--- src/rtl/rtmc_pkg.sv ---
// rtmc_pkg: shared types and default sizes for the rtmc stepper sequencer
// Optional feature macro used by the sequencer files: RTMC_RAMP_EN (acceleration ramp).
package rtmc_pkg;
  localparam int RTMC_NUM_OUT   = 8;
  localparam int RTMC_PAT_DEPTH = 16;
  localparam int RTMC_DELAY_W   = 16;
  localparam int RTMC_POS_W     = 16;
  typedef enum logic [1:0] {SEQ_IDLE, SEQ_RUN, SEQ_MOVE} seq_state_e;
endpackage

--- src/rtl/rtmc_step_timer.sv ---
// rtmc_step_timer: step-period counter with optional acceleration ramp
// Ports: clk, rst_n (async active-low); i_active (state is RUN/MOVE); i_clear (entering IDLE);
//   i_step_delay (period minus one); i_ramp_start/i_ramp_dec (only with RTMC_RAMP_EN);
//   o_tick (counter reached eff_delay this cycle).
// Macro RTMC_RAMP_EN: eff_delay starts at max(ramp_start, step_delay) and drops by ramp_dec per step.
module rtmc_step_timer
  import rtmc_pkg::*;
#(
  parameter int DELAY_W = RTMC_DELAY_W
) (
  input  logic               clk,
  input  logic               rst_n,
  input  logic               i_active,
  input  logic               i_clear,
  input  logic [DELAY_W-1:0] i_step_delay,
`ifdef RTMC_RAMP_EN
  input  logic [DELAY_W-1:0] i_ramp_start,
  input  logic [DELAY_W-1:0] i_ramp_dec,
`endif
  output logic               o_tick
);
  logic [DELAY_W-1:0] r_cnt;
  logic [DELAY_W-1:0] w_eff;
`ifdef RTMC_RAMP_EN
  logic [DELAY_W-1:0] r_ramp;
  // r_ramp holds the ramp value alone; the live step_delay floor is applied here
  assign w_eff = (r_ramp > i_step_delay) ? r_ramp : i_step_delay;
  always_ff @(posedge clk or negedge rst_n)
    if (!rst_n) r_ramp <= '0;
    else if (!i_active || i_clear) r_ramp <= i_ramp_start;
    else if (o_tick) r_ramp <= (r_ramp > i_ramp_dec) ? r_ramp - i_ramp_dec : '0;
`else
  assign w_eff = i_step_delay;
`endif
  // >= keeps the counter from running to wrap if step_delay shrinks below it mid-run
  assign o_tick = i_active && (r_cnt >= w_eff);
  always_ff @(posedge clk or negedge rst_n)
    if (!rst_n) r_cnt <= '0;
    else r_cnt <= (!i_active || i_clear || o_tick) ? '0 : r_cnt + 1'b1;
endmodule

--- src/rtl/rtmc_seq_engine.sv ---
// rtmc_seq_engine: parametrised stepper-pattern sequencer with position counter and move-to-target
// Ports: clk, rst_n (async active-low); i_pat_we/i_pat_addr/i_pat_wdata (table write);
//   i_step_delay, i_step_dir, i_step_size (rate/direction/stride); i_run (level), i_step,
//   i_move_start, i_abort, i_pos_clr (pulses); i_target (signed);
//   o_mc, o_mc_idx, o_position, o_busy, o_done.
// Macro RTMC_RAMP_EN adds i_ramp_start / i_ramp_dec for an acceleration ramp.
module rtmc_seq_engine
  import rtmc_pkg::*;
#(
  parameter  int NUM_OUT   = RTMC_NUM_OUT,
  parameter  int PAT_DEPTH = RTMC_PAT_DEPTH,
  parameter  int DELAY_W   = RTMC_DELAY_W,
  parameter  int POS_W     = RTMC_POS_W,
  localparam int IDX_W     = $clog2(PAT_DEPTH)
) (
  input  logic               clk,
  input  logic               rst_n,
  input  logic               i_pat_we,
  input  logic [IDX_W-1:0]   i_pat_addr,
  input  logic [NUM_OUT-1:0] i_pat_wdata,
  input  logic [DELAY_W-1:0] i_step_delay,
  input  logic               i_step_dir,
  input  logic [IDX_W-1:0]   i_step_size,
  input  logic               i_run,
  input  logic               i_step,
  input  logic               i_move_start,
  input  logic               i_abort,
  input  logic [POS_W-1:0]   i_target,
  input  logic               i_pos_clr,
`ifdef RTMC_RAMP_EN
  input  logic [DELAY_W-1:0] i_ramp_start,
  input  logic [DELAY_W-1:0] i_ramp_dec,
`endif
  output logic [NUM_OUT-1:0] o_mc,
  output logic [IDX_W-1:0]   o_mc_idx,
  output logic [POS_W-1:0]   o_position,
  output logic               o_busy,
  output logic               o_done
);
  seq_state_e         r_state;
  logic               r_mv_dir;
  logic               r_busy;
  logic               r_done;
  logic [IDX_W-1:0]   r_idx;
  logic [POS_W-1:0]   r_pos;
  logic [NUM_OUT-1:0] r_mc;
  logic [NUM_OUT-1:0] r_pat [PAT_DEPTH];
  logic w_idle, w_move, w_tick, w_go_run, w_mv_req, w_mv_eq, w_go_move, w_single;
  logic w_fire, w_dir, w_land, w_to_idle;
  logic [IDX_W-1:0] w_size, w_idx_nxt;
  logic [POS_W-1:0] w_pos_nxt;
  assign w_idle    = (r_state == SEQ_IDLE);
  assign w_move    = (r_state == SEQ_MOVE);
  assign w_go_run  = w_idle && i_run && !i_abort;
  assign w_mv_req  = w_idle && !i_run && !i_abort && i_move_start;
  assign w_mv_eq   = w_mv_req && (i_target == r_pos);
  assign w_go_move = w_mv_req && !w_mv_eq;
  assign w_single  = w_idle && !i_run && !i_move_start && i_step;
  // a timed step is dropped on the cycle RUN/MOVE is being left
  assign w_fire    = w_single || (w_tick && !i_abort && (w_move || i_run));
  assign w_dir     = w_move ? r_mv_dir : i_step_dir;
  assign w_size    = (i_step_size == '0) ? IDX_W'(1) : i_step_size;
  assign w_idx_nxt = w_dir ? r_idx - w_size : r_idx + w_size;
  assign w_pos_nxt = i_pos_clr ? '0 : !w_fire ? r_pos : w_dir ? r_pos - POS_W'(1) : r_pos + POS_W'(1);
  assign w_land    = w_move && w_fire && (w_pos_nxt == i_target);
  assign w_to_idle = (r_state == SEQ_RUN && (!i_run || i_abort)) || (w_move && (i_abort || w_land));
  rtmc_step_timer #(.DELAY_W(DELAY_W)) u_timer (
    .clk         (clk),
    .rst_n       (rst_n),
    .i_active    (!w_idle),
    .i_clear     (w_to_idle),
    .i_step_delay(i_step_delay),
`ifdef RTMC_RAMP_EN
    .i_ramp_start(i_ramp_start),
    .i_ramp_dec  (i_ramp_dec),
`endif
    .o_tick      (w_tick)
  );
  always_ff @(posedge clk or negedge rst_n)
    if (!rst_n) begin
      r_state  <= SEQ_IDLE;
      r_mv_dir <= 1'b0;
      r_busy   <= 1'b0;
      r_done   <= 1'b0;
      r_idx    <= '0;
      r_pos    <= '0;
      r_mc     <= '0;
    end else begin
      r_state  <= w_to_idle ? SEQ_IDLE : w_go_run ? SEQ_RUN : w_go_move ? SEQ_MOVE : r_state;
      r_busy   <= w_to_idle ? 1'b0 : (w_go_run || w_go_move) ? 1'b1 : r_busy;
      r_mv_dir <= w_go_move ? ($signed(i_target) < $signed(r_pos)) : r_mv_dir;
      r_done   <= w_land || w_mv_eq;
      r_idx    <= w_fire ? w_idx_nxt : r_idx;
      r_pos    <= w_pos_nxt;
      r_mc     <= (i_pat_we && i_pat_addr == r_idx) ? i_pat_wdata : r_pat[r_idx];
    end
  always_ff @(posedge clk or negedge rst_n)
    if (!rst_n) begin
      for (int i = 0; i < PAT_DEPTH; i++) r_pat[i] <= '0;
    end else if (i_pat_we) r_pat[i_pat_addr] <= i_pat_wdata;
  assign o_mc       = r_mc;
  assign o_mc_idx   = r_idx;
  assign o_position = r_pos;
  assign o_busy     = r_busy;
  assign o_done     = r_done;
endmodule

--- config.mk ---
export PLATFORM = sky130hd
export DESIGN_NAME = rtmc_seq_engine
export DESIGN_NICKNAME = d
export VERILOG_FILES = /design/src/rtl/rtmc_pkg.sv /design/src/rtl/rtmc_step_timer.sv /design/src/rtl/rtmc_seq_engine.sv
export SDC_FILE = /design/constraint.sdc
export NUM_CORES = 1
export LEC_CHECK = 0
export ABC_CLOCK_PERIOD_IN_PS = 4700
export BUFFER_PORTS_ARGS = -buffer_cell sky130_fd_sc_hd__buf_4
export CORE_MARGIN = 5
export CORE_UTILIZATION = 55
export CTS_BUF_LIST = sky130_fd_sc_hd__clkbuf_16
export DETAILED_ROUTE_END_ITERATION = 7
export PLACE_DENSITY = 0.86
export SLEW_MARGIN = 30
export SYNTH_ARGS = -nofsm -noshare
export SYNTH_HDL_FRONTEND = slang
export SYNTH_SLANG_ARGS = --single-unit
--- constraint.sdc ---
create_clock -name clk -period 4.7 [get_ports clk]
set_input_delay 0.235 -clock clk [delete_from_list [all_inputs] [get_ports clk]]
set_output_delay 0.235 -clock clk [all_outputs]
set_load 0.005 [all_outputs]
==> results of run 1 <==
stage by stage:
step                      power (mW)  util (%)  worst slack, ns  std cells  area (um^2)
after floorplan                3.337         -           0.9487        821         9993
after global routing           5.575     64.23          0.01762       1148        11500
after global placement         3.794     60.58           0.5338       1111        10850
after CTS                      5.288     63.88           0.2937       1144        11440
after detailed placement       3.864     60.60           0.3270       1111        10850
final                          5.302     64.23           0.2244       1148        11500
kinds of logic after synthesis:
group,after synthesis
muxes,183
and+or+nand+nor,179
DFF,177
AOI/OAI and AO/OA,107
buffers and inverters,77
adders and majority gates,53
xor gates and xnor gates,45
where the power goes:
| part | switching [mW] | total (mW) | internal, mW | leakage [nW] |
|---|---|---|---|---|
| Combinational | 0.732 | 1.75 | 1.02 | 2.63 |
| Sequential | 0.302 | 2.16 | 1.86 | 2.22 |
| Clock | 0.647 | 1.39 | 0.746 | 0.283 |
synth_stat cells, types with 3 or more instances:
library cell / n / share of area [%]
and2_1: 3 / 0.19
a21oi_1: 27 / 1.4
o22ai_1: 3 / 0.19
a21o_1: 7 / 0.53
o21a_1: 12 / 0.90
nand4_1: 7 / 0.44
nand2_1: 33 / 1.2
nor2b_1: 4 / 0.25
xnor2_1: 24 / 2.1
nand3_1: 16 / 0.80
mux2i_1: 3 / 0.30
and3_1: 9 / 0.56
clkbuf_1: 23 / 0.86
nand2b_1: 12 / 0.75
nand3b_1: 4 / 0.30
o21ai_0: 13 / 0.65
nor2_1: 67 / 2.5
mux4_2: 40 / 9.0
o211ai_1: 4 / 0.30
nor3_1: 10 / 0.50
ha_1: 51 / 6.4
a31oi_1: 3 / 0.19
mux2_2: 138 / 16
buf_6: 3 / 0.34
inv_1: 46 / 1.7
buf_1: 4 / 0.15
dfrtp_1: 177 / 44
nor4_1: 3 / 0.19
a211oi_1: 6 / 0.45
o311ai_0: 3 / 0.26
xor2_1: 20 / 1.8
layer usage:
layer | vias up | wire (um) | global-route usage [%]
li1 | 3167 | - | -
met1 | 3478 | 9863 | 30.94
met2 | 191 | 11260 | 36.84
met3 | 39 | 1073 | 4.042
met4 | 0 | 548 | 7.413
met5 | - | 0 | 0
state kept, by name, summed over array words and instances, names as in the netlist:
register	cells
o_done	1
r_pat	128
o_position	16
o_busy	1
u_timer.r_cnt	16
r_state	2
o_mc	8
o_mc_idx	4
r_mv_dir	1
worst register-to-register path, cell delays in order (launching register included):
cell,delay [ns]
dfrtp_1,0.47
nand2b_1,0.25
mux2i_1,0.47
clkinvlp_4,0.26
buf_4,0.21
ha_1,0.28
a211o_1,0.28
a221o_2,0.42
a31oi_1,0.27
xnor2_1,0.20
mux2i_4,0.12
nor3b_1,0.21
o2111ai_1,0.16
nor4_2,0.40
o2111a_1,0.31
nor3_1,0.07
how the worst max path moves through the flow:
stage	endpoint	cells past startpoint
after CTS	o_busy$_DFFE_PN0P_	14
final	o_busy$_DFFE_PN0P_	15
after floorplan	o_busy$_DFFE_PN0P_	14
after global routing	o_busy$_DFFE_PN0P_	15
after detailed placement	o_busy$_DFFE_PN0P_	14
after global placement	o_busy$_DFFE_PN0P_	14
cell type report:
type | instances | area [um^2] | share of cell area [%]
Inverter | 46 | 176.4 | 1.534
Tap cell | 229 | 286.5 | 2.492
Clock inverter | 15 | 151.4 | 1.317
Multi-Input combinational cell | 567 | 5258 | 45.72
Timing Repair Buffer | 97 | 767.0 | 6.670
Clock buffer | 17 | 425.4 | 3.700
Sequential cell | 177 | 4434 | 38.56
what timing repair did:
| item | in CTS | in global routing |
|---|---|---|
| endpoints found under the hold margin | 6 | 0 |
| buffers inserted | 0 | 3 |
| setup endpoints to repair | 0 | 2 |
| hold buffers | 1 | 0 |
| gates resized for setup | 0 | 1 |
==> flow_metrics.tcl, run 1 <==
set metrics [dict create \
    outcome "finished, final reports clean" \
    rsz0062_at_grt "false" \
    min_from "i_pos_clr" \
    synth-async-reset-ratio_pct 100.0 \
    place_congestion 0.9235 \
    yosysWarnings 0 \
    p_leak_nw 5.140 \
    critPathKind "reg -> reg" \
    path_clk_slew_ns 0.07 \
    yosys.area_share.simple_pct 8.752 \
    post-route-min-period_ns 4.476 \
    worstPathArrival_ns 4.79 \
    boundaryPins 87 \
    finalCritPeriodShare_pct 95.23 \
    overflow 0 \
    holdCritPathClass "in -> reg" \
    muxShareOfSynthArea_pct 25.24 \
    ant_nets 0 \
    synthToLayoutAreaGrowth_pct 15.06 \
    hold_depth 2 \
    worstRegToRegCells 15 \
    start_util_pct 55.82 \
    fp.dieW_um 144.8 \
    slew_headroom_pct 35.59 \
    cts_root_buf "clkbuf_16" \
    synth_ff_type "dfrtp_1" \
    synth_edf_count 0 \
    r2r_start "r_state[0]$_DFFE_PN0P_" \
    grt_max_degree 178 \
    hold_violations 0 \
    worstReg2RegEnd "o_busy$_DFFE_PN0P_" \
    synth_top_family_by_area "multiplexers" \
    critPathTopFamily "compound AO/OA/AOI/OAI gates" \
    yosys.cell_types.count 68 \
    h-tree-depth 4 \
    max_freq_mhz 223.4 \
    grt_pass1_wl_mm 36.63 \
    max_stage_delay_ns 0.47 \
    layout_common_cells "dfrtp_1 (175), mux2_2 (138), buf_4 (93)" \
    synthAdderAreaFrac_pct 6.786 \
    die_h_um 144.8 \
    synth_compound_area_share_pct 7.650 \
    fin_skew_ns 0.008762 \
    synth_cells 821 \
    yosysSeqAreaShare_pct 44.32 \
    crit_path_top_delay_cell "dfrtp_1" \
    setup_tns_ns 0 \
    synth_fp_nets 931 \
    drv_slew 0 \
    syn_area_mm2 0.009993 \
    layout_commonest_cell "dfrtp_1" \
    n_antenna_cell 0 \
    cts_tree "built" \
    cts_made_buffers 17 \
    wl_mm 22.75 \
    worstPathRequired_ns 5.01 \
    rows 49 \
    setup_viol 0 \
    die-area_mm2 0.02097 \
    cts.sinks 177 \
    tightestPinTransition_ns 0.9626 \
    holdWs_ns 0.1774 \
    synth.avg_cell_area_um2 12.17 \
    via_count 6875 \
    startpoint "r_state[0]$_DFFE_PN0P_" \
    cp_cell_sequence "nand2b_1, mux2i_1, clkinvlp_4, buf_4, ha_1, a211o_1, a221o_2, a31oi_1, xnor2_1, mux2i_4, nor3b_1, o2111ai_1, nor4_2, o2111a_1, nor3_1" \
    track_usage_pct 22.59 \
    synth-xor-area-share_pct 4.094 \
    grt_pass1_vias 6838 \
    cts_buffer_depth 2 \
    start_kind "flop" \
    drt_iter0_drc 482 \
    power.density_mw_per_mm2 461.1 \
    hold_end "o_position[13]$_DFF_PN0_" \
    fillers 1269 \
    dpl.hpwl_mm 15.46 \
    ys_seq_elements 177 \
    routedWlPerCell_um 19.81 \
    critical_path.endpoint_type "flop" \
    post-route-drc-count 0 \
    firstDrtPassIters 7 \
    rrSetupSlack_ns 0.22 \
    path_buf_inv 2 \
    insertion_delay_ns 0.43 \
    drv_cap 0 \
    io_buffers 86 \
    crit_fanout 7 \
    nets 1016 \
    avgViaCountPerCell 5.989 \
    antenna_found_initial 0 \
    peakVddDrop_mv 0.3049 \
    core_area_mm2 0.01790 \
    drive_gt1_share_pct 35.15 \
]
No activity file was read; power rests on OpenSTA's default activity.
==> run 2: changes to the inputs <==
SYNTH_HIERARCHICAL = 1   (was not set)
==> run 2 against run 1 <==
  * Critical endpoint is now u_timer/r_cnt[4]$_DFF_PN0_
  * Final cell count is 2.4% higher
  * Worst setup slack gained 0.015 ns
  * Clock power about the same
  * Die area up 2.0%
==> flow_metrics.tcl, run 2 <==
set metrics [dict create \
    yosysTopAreaCellShare_pct 43.37 \
    fillers 1301 \
    rsz0062_at_grt "false" \
    holdWs_ns 0.1226 \
    worstRegToRegCells 17 \
    nets 1046 \
    layout_common_cells "dfrtp_1 (176), mux2_2 (137), buf_4 (96)" \
    die_h_um 146.3 \
    critPathKind "reg -> reg" \
    boundaryPins 87 \
    cts_buffer_depth 2 \
    holdCritPathClass "in -> reg" \
    place_congestion 0.9700 \
    fp.dieW_um 146.3 \
    start_util_pct 56.27 \
    hold_violations 0 \
    setup_tns_ns 0 \
    synth_compound_area_share_pct 9.079 \
    synth_edf_count 0 \
    firstDrtPassIters 5 \
    grt_pass1_wl_mm 40.77 \
    drive_gt1_share_pct 36.47 \
    synth-xor-area-share_pct 2.916 \
    hold_depth 3 \
    peakVddDrop_mv 0.3483 \
    cts_root_buf "clkbuf_16" \
    grt_pass1_vias 7667 \
    yosys.area.top_type "dfrtp_1" \
    synthToLayoutAreaGrowth_pct 15.16 \
    fin_skew_ns 0.01388 \
    pre_cts_ws_ns 0.1772 \
    rrSetupSlack_ns 0.24 \
    die-area_mm2 0.02139 \
    power.density_mw_per_mm2 443.5 \
    critical_path.endpoint_type "flop" \
    post-route-drc-count 0 \
    startpoint "r_state[1]$_DFFE_PN0P_" \
    routedWlPerCell_um 21.09 \
    yosys.area_share.simple_pct 10.08 \
    track_usage_pct 23.65 \
    synth_ff_type "dfrtp_1" \
    synth_fp_nets 961 \
    p_int_mw 3.535 \
    h-tree-depth 4 \
    synth-async-reset-ratio_pct 100.0 \
    grt_max_degree 95 \
    drv_slew 0 \
    layout_commonest_cell "dfrtp_1" \
    synth.avg_cell_area_um2 12.04 \
    path_clk_slew_ns 0.07 \
    slew_headroom_pct 43.18 \
    drv_cap 0 \
    finalCritPeriodShare_pct 94.92 \
    synth_common_cells "dfrtp_1 (177), mux2_2 (137), ha_1 (54), nor2_1 (52), inv_1 (49)" \
    clkPwrFrac_pct 27.2 \
    via_count 7396 \
    p_leak_nw 5.143 \
    comb_power_share_pct 32.0 \
    avgViaCountPerCell 6.294 \
    crit_end "u_timer/r_cnt[4]$_DFF_PN0_" \
    antenna_found_initial 0 \
    yosysWarnings 6 \
    synth_cells 848 \
    synth_top_family_by_area "multiplexers" \
    drt_iter0_drc 617 \
    rows 49 \
    synthAdderAreaFrac_pct 7.008 \
    setup_viol 0 \
    syn_area_mm2 0.01021 \
    max_freq_mhz 224.2 \
    io_buffers 86 \
    synth.most_common_cell "dfrtp_1" \
    insertion_delay_ns 0.43 \
    cts.sinks 177 \
    p_switching_mw 1.681 \
    cts_tree "built" \
    wl_mm 24.78 \
    r2r_start "r_state[1]$_DFFE_PN0P_" \
    top_register "r_pat" \
    ys_seq_elements 177 \
    tightestPinTransition_ns 0.8524 \
    ant_nets 0 \
    worstPathRequired_ns 5.02 \
    synth.area.top_cells "dfrtp_1 (43%), mux2_2 (15%), mux4_2 (8.8%)" \
    worstReg2RegEnd "u_timer/r_cnt[4]$_DFF_PN0_" \
    setup_ws_ns 0.2390 \
    yosys.cell_types.count 75 \
    switching_share_pct 32.22 \
    muxShareOfSynthArea_pct 24.32 \
    start_kind "flop" \
    post-route-min-period_ns 4.461 \
    core_area_mm2 0.01815 \
    seq_power_share_pct 40.8 \
    overflow 0 \
    largest_reg_flops 128 \
    n_antenna_cell 0 \
    worstPathArrival_ns 4.78 \
    cts_made_buffers 17 \
    outcome "finished, final reports clean" \
    yosysSeqAreaShare_pct 43.37 \
    crit_fanout 16 \
    dpl.hpwl_mm 17.71 \
]
[run 2: how the worst min path moves through the flow]
| stage | from | to | slack (ns) |
|---|---|---|---|
| after floorplan | rst_n | o_busy$_DFFE_PN0P_ | -0.06 |
| after global placement | rst_n | r_pat[78]$_DFFE_PN0P_ | 0.37 |
| after detailed placement | rst_n | r_pat[78]$_DFFE_PN0P_ | 0.37 |
| after CTS | i_move_start | o_done$_DFF_PN0_ | 0.11 |
| after global routing | i_move_start | o_done$_DFF_PN0_ | 0.16 |
| final | i_move_start | o_done$_DFF_PN0_ | 0.12 |
[run 2: logic make-up (layout without fill, tap and decap cells)]
group                      Yosys count  count (layout)
and+or+nand+nor                    190             190
buffers and inverters               83             181
xor gates and xnor gates            34              34
muxes                              181             181
DFF                                177             177
AOI/OAI and AO/OA                  127             127
adders and majority gates           56              56
[run 2: power by group through the flow]
stage / registers [mW] / clock network (mW) / logic (mW)
CTS: 2.13 / 1.44 / 1.65
global route: 2.17 / 1.51 / 1.79
floorplan: 2.00 / 0 / 1.23
detailed placement: 2.14 / 0 / 1.61
finish: 2.13 / 1.42 / 1.67
global placement: 2.12 / 0 / 1.56
[run 2: what timing repair did]
action	in CTS	in global routing
hold endpoints to repair	92	0
gates resized for setup	0	3
buffers inserted	0	1
hold buffers	1	0
endpoints found under the setup margin	0	16
[run 2: metrics by stage]
stage | std cells | util (%) | instance area, um^2 | power (mW)
2_1_floorplan | 848 | - | 10210 | 3.222
3_3_place_gp | 1141 | 61.11 | 11090 | 3.678
3_5_place_dp | 1141 | 61.13 | 11090 | 3.758
4_1_cts | 1174 | 64.56 | 11720 | 5.224
5_1_grt | 1175 | 64.80 | 11760 | 5.474
6_report | 1175 | 64.80 | 11760 | 5.216
[run 2: final cells by class]
class                   count  area, um^2  share of cell area, %
flip-flops and latches    177        4433                  37.70
inverters                  50       187.7                  1.596
well taps                 229       286.5                  2.436
multi-input cells         588        5478                  46.58
clock inverters            15       187.7                  1.596
clock buffers              17       425.4                  3.617
repair buffers             99       762.0                  6.479
[run 2: routing by layer]
| metal | vias to the layer above | GRT usage [%] | routed length (um) |
|---|---|---|---|
| met5 | - | 0 | 0 |
| met4 | 0 | 8.843 | 645 |
| met3 | 61 | 3.967 | 1471 |
| met2 | 330 | 39.96 | 12660 |
| met1 | 3702 | 30.84 | 9995 |
| li1 | 3303 | - | - |
[run 2: worst max-delay path: stages (launching register included)]
cell and delay [ns]:
dfrtp_1 0.41, nor2b_2 0.31, mux2i_1 0.27, inv_1 0.21
fa_1 0.47, a21oi_1 0.22, o221a_4 0.27, xnor2_1 0.09
a221o_1 0.31, a2111oi_2 0.39, nand4_1 0.17, nor3_2 0.37
a41oi_1 0.17, o21ai_1 0.21, nor2_1 0.10, nand4_4 0.11
buf_12 0.19, nor2_1 0.07
